==> config.mk <==
export PLATFORM = sky130hd
export DESIGN_NAME = pwm_multi_gen
export DESIGN_NICKNAME = d
export VERILOG_FILES = /design/src/rtl/pwm_multi_gen.sv
export SDC_FILE = /design/constraint.sdc
export NUM_CORES = 1
export LEC_CHECK = 0
export ABC_AREA = 0
export CAP_MARGIN = 20
export CORE_MARGIN = 1
export CORE_UTILIZATION = 45
export DETAILED_ROUTE_END_ITERATION = 12
export GPL_TIMING_DRIVEN = 0
export PLACE_DENSITY = 0.6
export SYNTH_ARGS = -nofsm -noshare
export SYNTH_HDL_FRONTEND = slang
export SYNTH_SLANG_ARGS = --single-unit
export TNS_END_PERCENT = 10
==> constraint.sdc <==
create_clock -name clkin -period 2.9 [get_ports clkin]
set_clock_uncertainty 0.15 [all_clocks]
set_input_delay 0.87 -clock clkin [delete_from_list [all_inputs] [get_ports clkin]]
set_output_delay 0.87 -clock clkin [all_outputs]
set_load 0.01 [all_outputs]
==> src/rtl/pwm_multi_gen.sv <==
// Multi-channel PWM generator with per-channel push-button duty control.
// Duty changes are shadowed and applied at period boundaries; edge- or centre-aligned by build.
module pwm_multi_gen #(
    parameter int unsigned WIDTH     = 8,
    parameter int unsigned CHANNELS  = 4,
    parameter int unsigned PERIOD    = 200,
    parameter int unsigned STEP      = 10,
    parameter int unsigned INIT_DUTY = 100,
    parameter int unsigned CENTER    = 0
) (
    input  logic                      clkin,
    input  logic                      reset,
    input  logic [CHANNELS-1:0]       inc,
    input  logic [CHANNELS-1:0]       dec,
    output logic [CHANNELS-1:0]       pwm,
    output logic [CHANNELS*WIDTH-1:0] d,
    output logic                      period_start
);

    localparam logic [WIDTH-1:0] CNT_TOP  = WIDTH'(PERIOD - 1);
    localparam logic [WIDTH-1:0] CNT_TURN = WIDTH'(PERIOD - 2);
    localparam logic [WIDTH:0]   PER_X    = (WIDTH+1)'(PERIOD);
    localparam logic [WIDTH:0]   STEP_X   = (WIDTH+1)'(STEP);
    localparam logic [WIDTH-1:0] INIT     = WIDTH'(INIT_DUTY);

    logic [WIDTH-1:0]    cnt;
    logic [WIDTH-1:0]    cnt_nxt;
    logic                dir_up;
    logic                dir_nxt;
    logic                wrap_c;

    logic [CHANNELS-1:0] inc_s1, inc_s2, inc_p;
    logic [CHANNELS-1:0] dec_s1, dec_s2, dec_p;
    logic [CHANNELS-1:0] ev_inc_c, ev_dec_c;

    logic [WIDTH-1:0]    target     [CHANNELS];
    logic [WIDTH-1:0]    target_nxt [CHANNELS];

    // Falling edge of the synchronized button level: one event per press.
    assign ev_inc_c = inc_p & ~inc_s2;
    assign ev_dec_c = dec_p & ~dec_s2;

    // Shared period counter; wrap_c marks the edge where cnt returns to 0.
    always_comb begin
        cnt_nxt = cnt + WIDTH'(1);
        dir_nxt = dir_up;
        if (CENTER == 0) begin
            if (cnt == CNT_TOP) cnt_nxt = '0;
            dir_nxt = 1'b1;
        end else begin
            if (dir_up) begin
                if (cnt == CNT_TOP) begin
                    cnt_nxt = CNT_TURN;
                    dir_nxt = 1'b0;
                end
            end else begin
                cnt_nxt = cnt - WIDTH'(1);
            end
            if (cnt_nxt == '0) dir_nxt = 1'b1;
        end
        wrap_c = (cnt_nxt == '0);
    end

    // Saturating shadow duty update, evaluated one bit wider than the duty.
    always_comb begin
        for (int i = 0; i < int'(CHANNELS); i++) begin
            target_nxt[i] = target[i];
            if (ev_inc_c[i] && !ev_dec_c[i]) begin
                if (({1'b0, target[i]} + STEP_X) > PER_X)
                    target_nxt[i] = WIDTH'(PER_X);
                else
                    target_nxt[i] = WIDTH'({1'b0, target[i]} + STEP_X);
            end else if (ev_dec_c[i] && !ev_inc_c[i]) begin
                if ({1'b0, target[i]} < STEP_X)
                    target_nxt[i] = '0;
                else
                    target_nxt[i] = WIDTH'({1'b0, target[i]} - STEP_X);
            end
        end
    end

    always_ff @(posedge clkin) begin
        if (reset) begin
            cnt          <= '0;
            dir_up       <= 1'b1;
            pwm          <= '0;
            period_start <= 1'b0;
            inc_s1       <= '1;
            inc_s2       <= '1;
            inc_p        <= '1;
            dec_s1       <= '1;
            dec_s2       <= '1;
            dec_p        <= '1;
            d            <= {CHANNELS{INIT}};
            for (int i = 0; i < int'(CHANNELS); i++) target[i] <= INIT;
        end else begin
            cnt          <= cnt_nxt;
            dir_up       <= dir_nxt;
            period_start <= (cnt == '0);
            // Buttons are asynchronous: two-flop synchronizer, then edge history.
            inc_s1       <= inc;
            inc_s2       <= inc_s1;
            inc_p        <= inc_s2;
            dec_s1       <= dec;
            dec_s2       <= dec_s1;
            dec_p        <= dec_s2;
            for (int i = 0; i < int'(CHANNELS); i++) begin
                target[i] <= target_nxt[i];
                pwm[i]    <= (cnt < d[i*WIDTH +: WIDTH]);
                if (wrap_c) d[i*WIDTH +: WIDTH] <= target[i];
            end
        end
    end

endmodule
# Word level (Yosys, flattened, before mapping)
# Memories as Yosys holds them, arrays and structs flattened.
# Cells that the tools add are included.
[classes] n_addsub=9 n_lt_le_gt_ge=12 n_eq_ne=1 muxes=24 bitwise=8 reduce_logical=18
[ops] operator="$mux W8" count=21
[ops] operator="$add A8 B4 Y9 const B" count=4
[ops] operator="$gt A9 B8 Y1 const B" count=4
[ops] operator="$lt A8 B4 Y1 const B" count=4
[ops] operator="$lt A8 B8 Y1" count=4
[ops] operator="$sub A8 B4 Y8 const B" count=4
[ops] operator="$logic_not A8 Y1" count=2
[ops] operator="$add A8 B1 Y8 const B" count=1
[ops] operator="$and A4 B4 Y4" count=2
[ops] operator="$eq A8 B8 Y1 const B" count=1
[ops] operator="$logic_and A1 B1 Y1" count=8
[ops] operator="$logic_not A1 Y1" count=8
[ops] operator="$not A4 Y4" count=2
[ops] operator="$or A1 B1 Y1" count=4
[ops] operator="$mux W1" count=3
[totals] reg_bits=69 mem_bits_rw=32 input_bits=10 out_inout_bits=37 memories=1
[memory_table] name="target" words=4 width=8 read_ports=4 rd_clocked_by_memory_dff=0 write_ports=4 line="36" rtl="logic [WIDTH-1:0] target [CHANNELS];"

# Longest topological paths before layout
# Gate-level depths: netlist of run 1.
[logic_depth] ltp_word=7 ltp_mapped=9 depth_no_buf=8

# Worst setup path after synthesis of run 1
# Ideal clock, no wire load.
[synth_timing] path_kind="flip-flop to flip-flop" from="memory target[2][1]" to="memory target[2][3]" setup_ps=122 t_arrival_ps=2023 path_slack_ps=605 stages_incl_launch_ff=7 n_path_buf=0 path_cell_list="dfxtp_1 -> ha_1 -> or2_4 -> or3_1 -> a2111oi_2 -> nor3_1 -> o311a_1"
[synth_rtl] element="start: declaration" line="36"

==> results of run 1 <==
==> registers in the layout, indices dropped and copies added, names as in the netlist, 4 cells and up <==
register  flops
cnt           8
d            28
pwm           4
dec_s2        4
inc_s1        4
inc_p         4
target       28
inc_s2        4
dec_s1        4
dec_p         4
==> kinds of logic (layout without fill, tap and decap cells) <==
| kind of cell | count (synthesis) | after routing | share of synthesized area, % |
|---|---|---|---|
| adders and majority gates | 47 | 47 | 9.74 |
| xor gates and xnor gates | 11 | 11 | 1.60 |
| DFF | 93 | 93 | 30.8 |
| muxes | 19 | 19 | 3.19 |
| other | 1 | 4 | 0.0621 |
| AOI/OAI and AO/OA | 206 | 206 | 24.0 |
| and+or+nand+nor | 241 | 241 | 20.9 |
| buffers and inverters | 129 | 184 | 9.64 |
==> stage by stage <==
stage               cells  hold WS (ns)  util [%]  cell area (sq um)  setup slack [ns]
floorplan             750         0.239         -               6050             0.605
CTS                   977         0.257      54.3               6960             0.219
finish                977         0.255      54.3               6960             0.208
detailed placement    963         0.242      52.0               6680             0.145
global placement      963         0.242      52.0               6680             0.162
global route          977         0.269      54.3               6960            0.0133
==> cell usage after synthesis (18+ instances only) <==
| cell | instances | area (sq um) |
|---|---|---|
| a21oi_1 | 36 | 180 |
| clkbuf_1 | 32 | 120 |
| dfxtp_1 | 93 | 1860 |
| ha_1 | 47 | 588 |
| inv_1 | 70 | 263 |
| nand2_1 | 45 | 169 |
| nand3_1 | 27 | 135 |
| nor2_1 | 60 | 225 |
| nor3_1 | 18 | 90.1 |
| o21a_1 | 18 | 135 |
| o21ai_0 | 40 | 200 |
| or2_2 | 27 | 169 |
==> routing by layer <==
metal	wire [um]	global-route usage, %	vias to the layer above
met4	394	11.4	0
met3	766	3.83	29
met5	0	0	-
met1	7510	30.4	2703
met2	7640	39.7	170
li1	-	-	2763
==> layout make-up <==
type	count	area, sq um	area share, %
multi-input combinational	528	3610	51.8
sequential	93	1860	26.7
timing repair buffer	41	410	5.90
buffer	59	319	4.58
clock buffer	13	280	4.03
inverter	70	263	3.77
tap	172	215	3.09
clock inverter	1	5.00	0.0719
==> power by group <==
| group | total [mW] | internal, mW | switching [mW] |
|---|---|---|---|
| clock | 1.15 | 0.664 | 0.486 |
| sequential | 1.40 | 1.34 | 0.0612 |
| combinational | 0.706 | 0.289 | 0.417 |
| total | 3.26 | 2.30 | 0.964 |
==> path summary, 6_finish.rpt <==
| check | from | end | slack (ns) | cells after the start |
|---|---|---|---|---|
| worst max-delay path | target[2][2] | target[2][3] | 0.21 | 7 |
| worst min register to register | inc_s1[0] | inc_s2[0] | 0.25 | 1 |
| worst min-delay path | inc_s1[0] | inc_s2[0] | 0.25 | 1 |
| worst max register to register | target[2][2] | target[2][3] | 0.21 | 7 |
==> flow_summary.json, run 1 <==
{
  "synth-seq-area-share_pct": 30.8,
  "cts_tree": "built",
  "ios": 47,
  "post-cts-setup-buffers": 0,
  "rsz0062_at_grt": "no",
  "grt_use_total_pct": 24.0,
  "start_util_pct": 47.1,
  "clk_transition_reported_paths_ns": 0.06,
  "start_kind": "flop",
  "relSlewSlack_pct": 49.1,
  "cts_buffers": 9,
  "cp_max_fo": 8,
  "p_leak_nw": 2.85,
  "drt_wl_total_mm": 16.3,
  "synth-edff-count": 0,
  "max_stage_delay_ns": 0.52,
  "portBuffers": 41,
  "hpwl_mm": 11.7,
  "wl_per_cell_um": 16.7,
  "netlist_area_sq_um": 6040,
  "setup_tns_ns": 0,
  "vias": 5665,
  "ys_async_sr_fraction_pct": 0,
  "fp.dieH_um": 118,
  "required_ns": 2.99,
  "cts_max_path_buffers": 2,
  "p_per_area_nw_per_um2": 468,
  "drive_gt1_share_pct": 10.8,
  "final_common_cell": "dfxtp_1",
  "yosys_most_used_dff": "dfxtp_1",
  "n_fill_cell": 1236,
  "die-area_sq_um": 13900,
  "htreeDepth": 3,
  "status": "complete, no violations",
  "cts_hold_repair.buffers": 0,
  "hold_path.class": "flop to flop",
  "nNetsFinal": 859,
  "grt_overflow_total": 0,
  "period_share_pct": 92.8,
  "grt_pass1_wl_mm": 26.7,
  "drc": 0,
  "grt_pass1_vias": 5282,
  "crit_chain": "ha_1, a211oi_1, o211a_1, nor3_1, a2bb2oi_1, nor3_1, o311a_1",
  "timing.final.crit_period_ns": 2.69,
  "dieWidth_um": 118,
  "synth_warnings": 0,
  "core-area_sq_um": 12800,
  "drt-vias-per-instance": 5.80,
  "cpMostUsedCell": "nor3_1",
  "antenna-diode-count": 0,
  "clock.fmax_mhz": 371,
  "tightest_slew_ns": 0.764,
  "synth-seq-cells": 93,
  "endpoint_kind": "flop",
  "worstSetupPathType": "flop to flop",
  "cts_resized": 0,
  "clock-root-buffer": "clkbuf_16",
  "grt_max_degree": 14,
  "layout_common_cells": "93 x dfxtp_1, 70 x inv_1, 60 x nor2_1",
  "cts.sinks": 93,
  "dr.pass1.iters": 5,
  "rows": 41,
  "gp_congestion": 0.907,
  "total_power_mw": 3.26,
  "antenna_left": 0,
  "avgSynthCellArea_sq_um": 8.08,
  "setup_viol": 0,
  "syn_to_final_growth_pct": 15.3,
  "critPathTopFamily": "compound AO/OA/AOI/OAI gates",
  "drt_iter0_drc": 381,
  "slew_viol_final": 0,
  "antenna_found_initial": 0,
  "synth_cell_type_count": 81,
  "cap_violations": 0,
  "cp_slowest_cell": "dfxtp_1",
  "ir_worst_vdd_uv": 279,
  "hold_violations": 0,
  "synthCells": 747,
  "clock_latency_ns": 0.35,
  "cp_num_buf_inv": 0,
  "worstPathArrival_ns": 2.78
}
No activity file was read; power rests on OpenSTA's default activity.
==> inputs of run 2 (changes only) <==
SLEW_MARGIN = 15   (was unset)
==> results of run 2 <==
Final layout, timing and power as in run 1 (identical DEF).
==> inputs of run 3 (changes only) <==
CORE_UTILIZATION = 59   (was 45)
PLACE_DENSITY = 0.77   (was 0.6)
==> flow_summary.json, run 3 (synthesis gave the netlist of run 1 again) <==
{
  "status": "complete, no violations",
  "ir_worst_vdd_uv": 286,
  "cts_resized": 0,
  "wl_per_cell_um": 16.3,
  "rsz0062_at_grt": "no",
  "clock.fmax_mhz": 377,
  "grt_pass1_wl_mm": 24.6,
  "vias": 5654,
  "p_per_area_nw_per_um2": 428,
  "hold_violations": 0,
  "dieWidth_um": 103,
  "drive_gt1_share_pct": 11.0,
  "tightest_slew_ns": 0.795,
  "syn_to_final_growth_pct": 12.8,
  "cts_hold_repair.buffers": 0,
  "timing.final.crit_period_ns": 2.65,
  "relSlewSlack_pct": 47.0,
  "grt_use_total_pct": 29.7,
  "p_leak_nw": 2.80,
  "clk_transition_reported_paths_ns": 0.09,
  "worstPathArrival_ns": 2.75,
  "worstSetupPathType": "flop to flop",
  "rows": 36,
  "die-area_sq_um": 10600,
  "grt_pass1_vias": 5147,
  "cts_max_path_buffers": 2,
  "gp_congestion": 0.903,
  "portBuffers": 41,
  "cp_max_fo": 8,
  "period_share_pct": 91.4,
  "drt_iter0_drc": 350,
  "fp.dieH_um": 103,
  "antenna_left": 0,
  "core-area_sq_um": 9860,
  "setup_viol": 0,
  "endpoint_kind": "flop",
  "r2r_cells": 7,
  "crit_start": "target[2][1]",
  "drt-vias-per-instance": 6.01,
  "cp-endpoint": "target[2][3]",
  "grt_overflow_total": 0,
  "r2r_start": "target[2][1]",
  "cts.sinks": 93,
  "cap_violations": 0,
  "clock_latency_ns": 0.36,
  "hold_path.class": "flop to flop",
  "reg.largest.list": "d: 28 flops, target: 28 flops, cnt: 8 flops",
  "antenna_found_initial": 0,
  "post-cts-setup-buffers": 0,
  "drc": 0,
  "r2r-end": "target[2][3]",
  "grt_max_degree": 16,
  "ios": 47,
  "dr.pass1.iters": 5,
  "setup_tns_ns": 0,
  "hpwl_mm": 10.9,
  "cts_tree": "built",
  "placed_area_sq_um": 6630,
  "final_common_cell": "dfxtp_1",
  "cts_buffers": 9,
  "start_kind": "flop",
  "htreeDepth": 3,
  "slew_viol_final": 0,
  "postLayoutCellArea_sq_um": 6810,
  "nNetsFinal": 859,
  "drt_wl_total_mm": 15.3,
  "layout_common_cells": "93 x dfxtp_1, 70 x inv_1, 60 x nor2_1",
  "start_util_pct": 61.2,
  "r2r_setup_slack_ns": 0.25,
  "clock-root-buffer": "clkbuf_8",
  "required_ns": 3.00,
  "antenna-diode-count": 0
}
run 3: cell types whose count changed in the layout (fill, tap and decap cells not counted), sizes merged:
cell	previous run	this run
clkbuf	49	47
clkinv	1	4
clkinvlp	0	1
run 3: critical path: stages (launching register included):
cell and delay [ns]:
dfxtp_1 0.54, ha_1 0.38, a211oi_1 0.08, o211a_1 0.22
nor3_1 0.36, a2bb2oi_1 0.36, nor3_1 0.12, o311a_1 0.34
run 3: layout make-up:
type                            instances  area, sq um
Clock inverter                          5         35.0
Inverter                               70          263
Buffer                                 59          319
Clock buffer                           11          151
Timing Repair Buffer                   41          410
Sequential cell                        93         1860
Tap cell                              133          166
Fill cell                             845         3050
Multi-Input combinational cell        528         3610
run 3: power breakdown:
group,switching [mW],internal (mW),total (mW)
Sequential,0.0598,1.34,1.40
Combinational,0.413,0.289,0.702
Clock,0.457,0.359,0.816
Total,0.930,1.99,2.92
run 3: routing by layer:
| metal | wire length (um) | GRT usage (%) | vias up |
|---|---|---|---|
| li1 | - | - | 2768 |
| met4 | 484 | 14.1 | 0 |
| met5 | 0 | 0 | - |
| met3 | 943 | 4.68 | 44 |
| met1 | 6920 | 38.3 | 2618 |
| met2 | 6990 | 48.5 | 224 |
run 3: worst min-delay path by stage:
stage	from	to	slack, ns	cells past startpoint
floorplan	dec_s1[0]	dec_s2[0]	0.24	1
global placement	dec_s1[1]	dec_s2[1]	0.24	1
detailed placement	inc_s1[0]	inc_s2[0]	0.24	1
CTS	dec_s1[2]	dec_s2[2]	0.27	1
global route	inc_s1[0]	inc_s2[0]	0.27	1
finish	inc_s1[0]	inc_s2[0]	0.26	1
run 3: metrics by stage:
step                      utilization [%]  hold slack (ns)  setup slack [ns]  power [mW]  cells
after CTS                            69.1            0.269             0.303        2.92    940
final                                69.1            0.263             0.250        2.92    940
after floorplan                         -            0.239             0.605        1.92    750
after global placement               67.2            0.243             0.238        2.09    924
after global routing                 69.1            0.273            0.0766        3.07    940
after detailed placement             67.2            0.244             0.205        2.11    924
